===== src/rtl/control_sequencer.sv =====
// Hardwired fetch/execute control unit driving data_path from the IR it loads.
// Optional macro SINGLE_STEP_EN adds a Step input that gates the T2->T3 transition.
module control_sequencer #(
  parameter logic [4:0] HALT_OPCODE = 5'b11010,
  parameter logic [4:0] MUL_OPCODE  = 5'b01111,
  parameter logic [4:0] DIV_OPCODE  = 5'b10000
) (
  input  logic        Clock,
  input  logic        clear,
  input  logic [31:0] IR,
`ifdef SINGLE_STEP_EN
  input  logic        Step,
`endif
  output logic [15:0] Rin,
  output logic [15:0] Rout,
  output logic [4:0]  op,
  output logic        PCout,
  output logic        MARin,
  output logic        InPC,
  output logic        PCin,
  output logic        Read,
  output logic        MDRin,
  output logic        MDRout,
  output logic        IRin,
  output logic        Yin,
  output logic        ZHighin,
  output logic        Zlowin,
  output logic        Zhighout,
  output logic        Zlowout,
  output logic        HIin,
  output logic        LOin,
  output logic        Run
);

  typedef enum logic [3:0] {
    S_RESET = 4'd0,
    S_T0    = 4'd1,
    S_T1    = 4'd2,
    S_T2    = 4'd3,
    S_T3    = 4'd4,
    S_T4    = 4'd5,
    S_T5    = 4'd6,
    S_T6    = 4'd7,
    S_HALT  = 4'd8
  } state_t;

  state_t      state_r;
  logic [4:0]  opcode_s;
  logic [3:0]  ra_s;
  logic [3:0]  rb_s;
  logic [3:0]  rc_s;
  logic        is_halt_s;
  logic        is_undef_s;
  logic        is_muldiv_s;
  logic        is_unary_s;
  logic        step_ok_s;
  logic        unused_ir_s;

  assign opcode_s    = IR[31:27];
  assign ra_s        = IR[26:23];
  assign rb_s        = IR[22:19];
  assign rc_s        = IR[18:15];
  assign unused_ir_s = ^IR[14:0];

  assign is_halt_s   = (opcode_s == HALT_OPCODE);
  assign is_undef_s  = (opcode_s > 5'b10010) && !is_halt_s;
  assign is_muldiv_s = (opcode_s == MUL_OPCODE) || (opcode_s == DIV_OPCODE);
  assign is_unary_s  = (opcode_s == 5'b10001) || (opcode_s == 5'b10010);

`ifdef SINGLE_STEP_EN
  assign step_ok_s = Step;
`else
  assign step_ok_s = 1'b1;
`endif

  // State advances on the falling edge so controls settle before the datapath rising edge.
  always_ff @(negedge Clock or posedge clear) begin
    if (clear) begin
      state_r <= S_RESET;
    end else begin
      case (state_r)
        S_RESET: state_r <= S_T0;
        S_T0:    state_r <= S_T1;
        S_T1:    state_r <= S_T2;
        S_T2:    state_r <= step_ok_s ? S_T3 : S_T2;
        S_T3: begin
          if (is_halt_s)       state_r <= S_HALT;
          else if (is_undef_s) state_r <= S_T0;
          else                 state_r <= S_T4;
        end
        S_T4:    state_r <= S_T5;
        S_T5:    state_r <= is_muldiv_s ? S_T6 : S_T0;
        S_T6:    state_r <= S_T0;
        S_HALT:  state_r <= S_HALT;
        default: state_r <= S_RESET;
      endcase
    end
  end

  // Control decode from the current state and the loaded instruction.
  always_comb begin
    Rin      = 16'h0000;
    Rout     = 16'h0000;
    op       = 5'b00000;
    PCout    = 1'b0;
    MARin    = 1'b0;
    InPC     = 1'b0;
    PCin     = 1'b0;
    Read     = 1'b0;
    MDRin    = 1'b0;
    MDRout   = 1'b0;
    IRin     = 1'b0;
    Yin      = 1'b0;
    ZHighin  = 1'b0;
    Zlowin   = 1'b0;
    Zhighout = 1'b0;
    Zlowout  = 1'b0;
    HIin     = 1'b0;
    LOin     = 1'b0;
    Run      = 1'b0;
    case (state_r)
      S_T0: begin
        Run     = 1'b1;
        PCout   = 1'b1;
        MARin   = 1'b1;
        InPC    = 1'b1;
        ZHighin = 1'b1;
        Zlowin  = 1'b1;
        op      = 5'b00011;
      end
      S_T1: begin
        Run     = 1'b1;
        Zlowout = 1'b1;
        PCin    = 1'b1;
        Read    = 1'b1;
        MDRin   = 1'b1;
      end
      S_T2: begin
        Run    = 1'b1;
        MDRout = 1'b1;
        IRin   = 1'b1;
      end
      S_T3: begin
        Run = 1'b1;
        if (!is_halt_s && !is_undef_s) begin
          Rout = 16'h0001 << rb_s;
          Yin  = 1'b1;
        end else begin
          Yin  = 1'b0;
        end
      end
      S_T4: begin
        Run     = 1'b1;
        ZHighin = 1'b1;
        Zlowin  = 1'b1;
        op      = opcode_s;
        // Unary ops take their single operand from Rb; everything else reads Rc here.
        if (is_unary_s) begin
          Rout = 16'h0001 << rb_s;
        end else begin
          Rout = 16'h0001 << rc_s;
        end
      end
      S_T5: begin
        Run     = 1'b1;
        Zlowout = 1'b1;
        if (is_muldiv_s) begin
          LOin = 1'b1;
        end else begin
          Rin  = 16'h0001 << ra_s;
        end
      end
      S_T6: begin
        Run      = 1'b1;
        Zhighout = 1'b1;
        HIin     = 1'b1;
      end
      S_HALT:  Run = 1'b0;
      S_RESET: Run = 1'b0;
      default: Run = 1'b0;
    endcase
  end

endmodule


===== config.mk =====
export PLATFORM = sky130hd
export DESIGN_NAME = control_sequencer
export DESIGN_NICKNAME = d
export VERILOG_FILES = /design/src/rtl/control_sequencer.sv
export SDC_FILE = /design/constraint.sdc
export NUM_CORES = 1
export LEC_CHECK = 0
export ABC_AREA = 0
export CORE_MARGIN = 5
export CORE_UTILIZATION = 50
export CTS_BUF_LIST = sky130_fd_sc_hd__clkbuf_2 sky130_fd_sc_hd__clkbuf_4 sky130_fd_sc_hd__clkbuf_8
export CTS_CLUSTER_DIAMETER = 40
export DETAILED_ROUTE_END_ITERATION = 8
export DONT_BUFFER_PORTS = 1
export PLACE_DENSITY = 0.7
export SYNTH_ARGS = -nofsm -noshare
export SYNTH_HDL_FRONTEND = slang
export SYNTH_SLANG_ARGS = --single-unit

===== constraint.sdc =====
create_clock -name Clock -period 5.35 [get_ports Clock]
set_input_delay 0.8025 -clock Clock [delete_from_list [all_inputs] [get_ports Clock]]
set_output_delay 0.8025 -clock Clock [all_outputs]
set_load 0.01 [all_outputs]

==> flow_metrics.env, run 1 <==
export IMPL_synth_top_area_share_pct=11.3
export IMPL_drive_gt1_share_pct=33.1
export IMPL_pin_count=87
export IMPL_fin_skew_ps=5.43
export IMPL_max_cap_viol_count=0
export IMPL_start_kind="register"
export IMPL_cts_sinks=4
export IMPL_setup_violations=0
export IMPL_antenna_found_initial=0
export IMPL_cts_tree="built"
export IMPL_largest_reg_flops=4
export IMPL_clock_root_buffer="clkbuf_4"
export IMPL_maxSlewHeadroom_pct=52.2
export IMPL_wl_um=2690
export IMPL_synth_cells=124
export IMPL_ys_ff_latch=4
export IMPL_ys_types=36
export IMPL_critPathArrivalTime_ps=4500
export IMPL_rows=15
export IMPL_required_ps=4550
export IMPL_die_area_mm2=0.00272
export IMPL_async_reset_ff_share_pct=100
export IMPL_grt_setup_unrepaired="true"
export IMPL_yosys_area_top_type="dfrtn_1"
export IMPL_hold_viol=0
export IMPL_avgSynthCellArea_um2=7.17
export IMPL_p_per_area_mw_per_mm2=292
export IMPL_hp_class="register to register"
export IMPL_cp_end_kind="output pin"
export IMPL_largest_register="state_r"
export IMPL_grt_max_degree=17
export IMPL_coreArea_mm2=0.00171
export IMPL_antennaDiodeCount=0
export IMPL_rr_worst_depth=5
export IMPL_grtUsageTotal_pct=17.7
export IMPL_vias=1001
export IMPL_portBuffers=0
export IMPL_clk_latency_ps=250
export IMPL_worstSetupPathType="register to output pin"
export IMPL_grt_pass1_vias=914
export IMPL_netlist_area_um2=890
export IMPL_leakage_uw=0.000365
export IMPL_dp_hpwl_um=2030
export IMPL_path_clk_slew_ps=30
export IMPL_yosys_warnings=0
export IMPL_hold_path_depth=2
export IMPL_slew_viol_final=0
export IMPL_wire_per_inst_um=16.7
export IMPL_fin_nets=172
export IMPL_ir_worst_vdd_mv=0.253
export IMPL_dp_cells=154
export IMPL_gp_congestion=0.849
export IMPL_htreeDepth=1
export IMPL_largestRegisters="state_r x4"
export IMPL_layout_common_cells="nor2_1 (21), buf_4 (18), nand2b_1 (11), nor3_1 (9)"
export IMPL_synth_edff_count=0
export IMPL_synth_main_ff_cell="dfrtn_1"
export IMPL_cts_hold_buffers=0
export IMPL_start_util_pct=52.1
export IMPL_status="completed"
export IMPL_grt_remaining_overflow=0
export IMPL_ant_nets=0
export IMPL_dr_first_iter_drc_count=11
export IMPL_fin_cells=161
export IMPL_cts_max_path_buffers=2
export IMPL_fp_dieW_um=52.2
export IMPL_drc=0
export IMPL_synth_area_leaders="dfrtn_1 (11%), nor2_1 (8.9%), nand2b_1 (8.4%)"
export IMPL_die_y_um=52.2
export IMPL_viasPerCell=6.22
export IMPL_area_growth_pct=21.4
export IMPL_critical_path_max_fanout=13
export IMPL_ys_seq_area_share_pct=11.3
export IMPL_grt_pass1_wl_um=3800
export IMPL_synthesis_nets=158
export IMPL_mostFrequentLayoutCell="nor2_1"
export IMPL_cts_made_buffers=3
export IMPL_firstDrtPassIters=5
export IMPL_utilization_pct=63.2
export IMPL_worst_slew_pin_slew_ps=712
metrics by stage:
step	area (um^2)	setup TNS, ps	total power, uW	hold WS (ps)	setup slack (ps)
2_1_floorplan	890	0	232	509	107
3_3_place_gp	961	0	251	531	263
3_5_place_dp	961	0	254	554	236
4_1_cts	991	0	293	550	7.41
5_1_grt	1080	-229	340	612	-49.5
6_report	1080	0	316	554	49.0
synthesized netlist by cell type (2+ instances only):
| cell | number |
|---|---|
| and2_1 | 3 |
| and2b_1 | 2 |
| buf_4 | 7 |
| dfrtn_1 | 4 |
| inv_1 | 2 |
| nand2_1 | 7 |
| nand2b_1 | 12 |
| nand3_1 | 4 |
| nand4_1 | 4 |
| nand4b_1 | 3 |
| nor2_1 | 21 |
| nor2b_1 | 2 |
| nor3_1 | 12 |
| o22ai_1 | 7 |
| o32ai_1 | 6 |
| o32ai_2 | 2 |
| or2_2 | 7 |
what timing repair did:
action                                  CTS  global route
pin swaps                                 1             4
endpoints found under the setup margin    4            14
buffers inserted                          0             4
gates resized for setup                   1            10
final timing paths:
check | startpoint | to | slack (ps)
min in group asynchronous | clear | state_r[1] | 2880
worst min-delay path | state_r[3] | state_r[0] | 550
worst max register to register | state_r[1] | state_r[2] | 3540
worst min register to register | state_r[3] | state_r[0] | 550
max in group asynchronous | clear | state_r[2] | 2290
worst max-delay path | state_r[0] | Rout[3] | 50
cell families after synthesis:
family                 synth area share (%)
flip-flops                             11.3
multiplexers                           1.27
AND/OR/NAND/NOR                        50.9
XOR/XNOR                              0.985
buffers and inverters                  9.00
AO/OA/AOI/OAI                          26.6
routing by layer:
metal / global-route usage [%] / vias up / share of wire, %
met4: 7.66 / 0 / 1.4
met5: 0 / - / 0
met1: 21.0 / 448 / 39
li1: - / 487 / -
met3: 3.42 / 6 / 11
met2: 30.8 / 60 / 49
power breakdown:
part           internal [uW]  switching, uW  leakage (uW)
Sequential              41.9           18.1     0.0000501
Clock                   25.1           12.1     0.0000138
Combinational           84.6            134      0.000301
Total                    152            164      0.000365
final cells by class:
cell class / instances / area [um^2]
inverter: 2 / 7.51
fill: 163 / 628
timing repair buffer: 19 / 146
multi-input combinational: 108 / 772
clock buffer: 3 / 22.5
sequential: 4 / 100
tap: 25 / 31.3
critical path, stage by stage (launching register included):
cell and delay, ps:
dfrtn_1 520, nand2b_1 160, nor2_4 150, a31oi_4 210
o32ai_1 360, buf_4 180
Note: power is estimated with default switching activity, not from simulation.
==> inputs of run 2 (changes only) <==
--- a/config.mk
+++ b/config.mk
@@ -12,6 +12,7 @@
 export CTS_CLUSTER_DIAMETER = 40
 export DETAILED_ROUTE_END_ITERATION = 8
 export DONT_BUFFER_PORTS = 1
+export HOLD_SLACK_MARGIN = 0.05
 export PLACE_DENSITY = 0.7
 export SYNTH_ARGS = -nofsm -noshare
 export SYNTH_HDL_FRONTEND = slang
==> results of run 2 <==
The final DEF is identical to that of run 1; final timing and power are the same.
==> inputs of run 3 (changes only) <==
--- a/config.mk
+++ b/config.mk
@@ -6,6 +6,7 @@
 export NUM_CORES = 1
 export LEC_CHECK = 0
 export ABC_AREA = 0
+export CAP_MARGIN = 30
 export CORE_MARGIN = 5
 export CORE_UTILIZATION = 50
 export CTS_BUF_LIST = sky130_fd_sc_hd__clkbuf_2 sky130_fd_sc_hd__clkbuf_4 sky130_fd_sc_hd__clkbuf_8
==> results of run 3 <==
The final DEF is identical to that of run 1; final timing and power are the same.
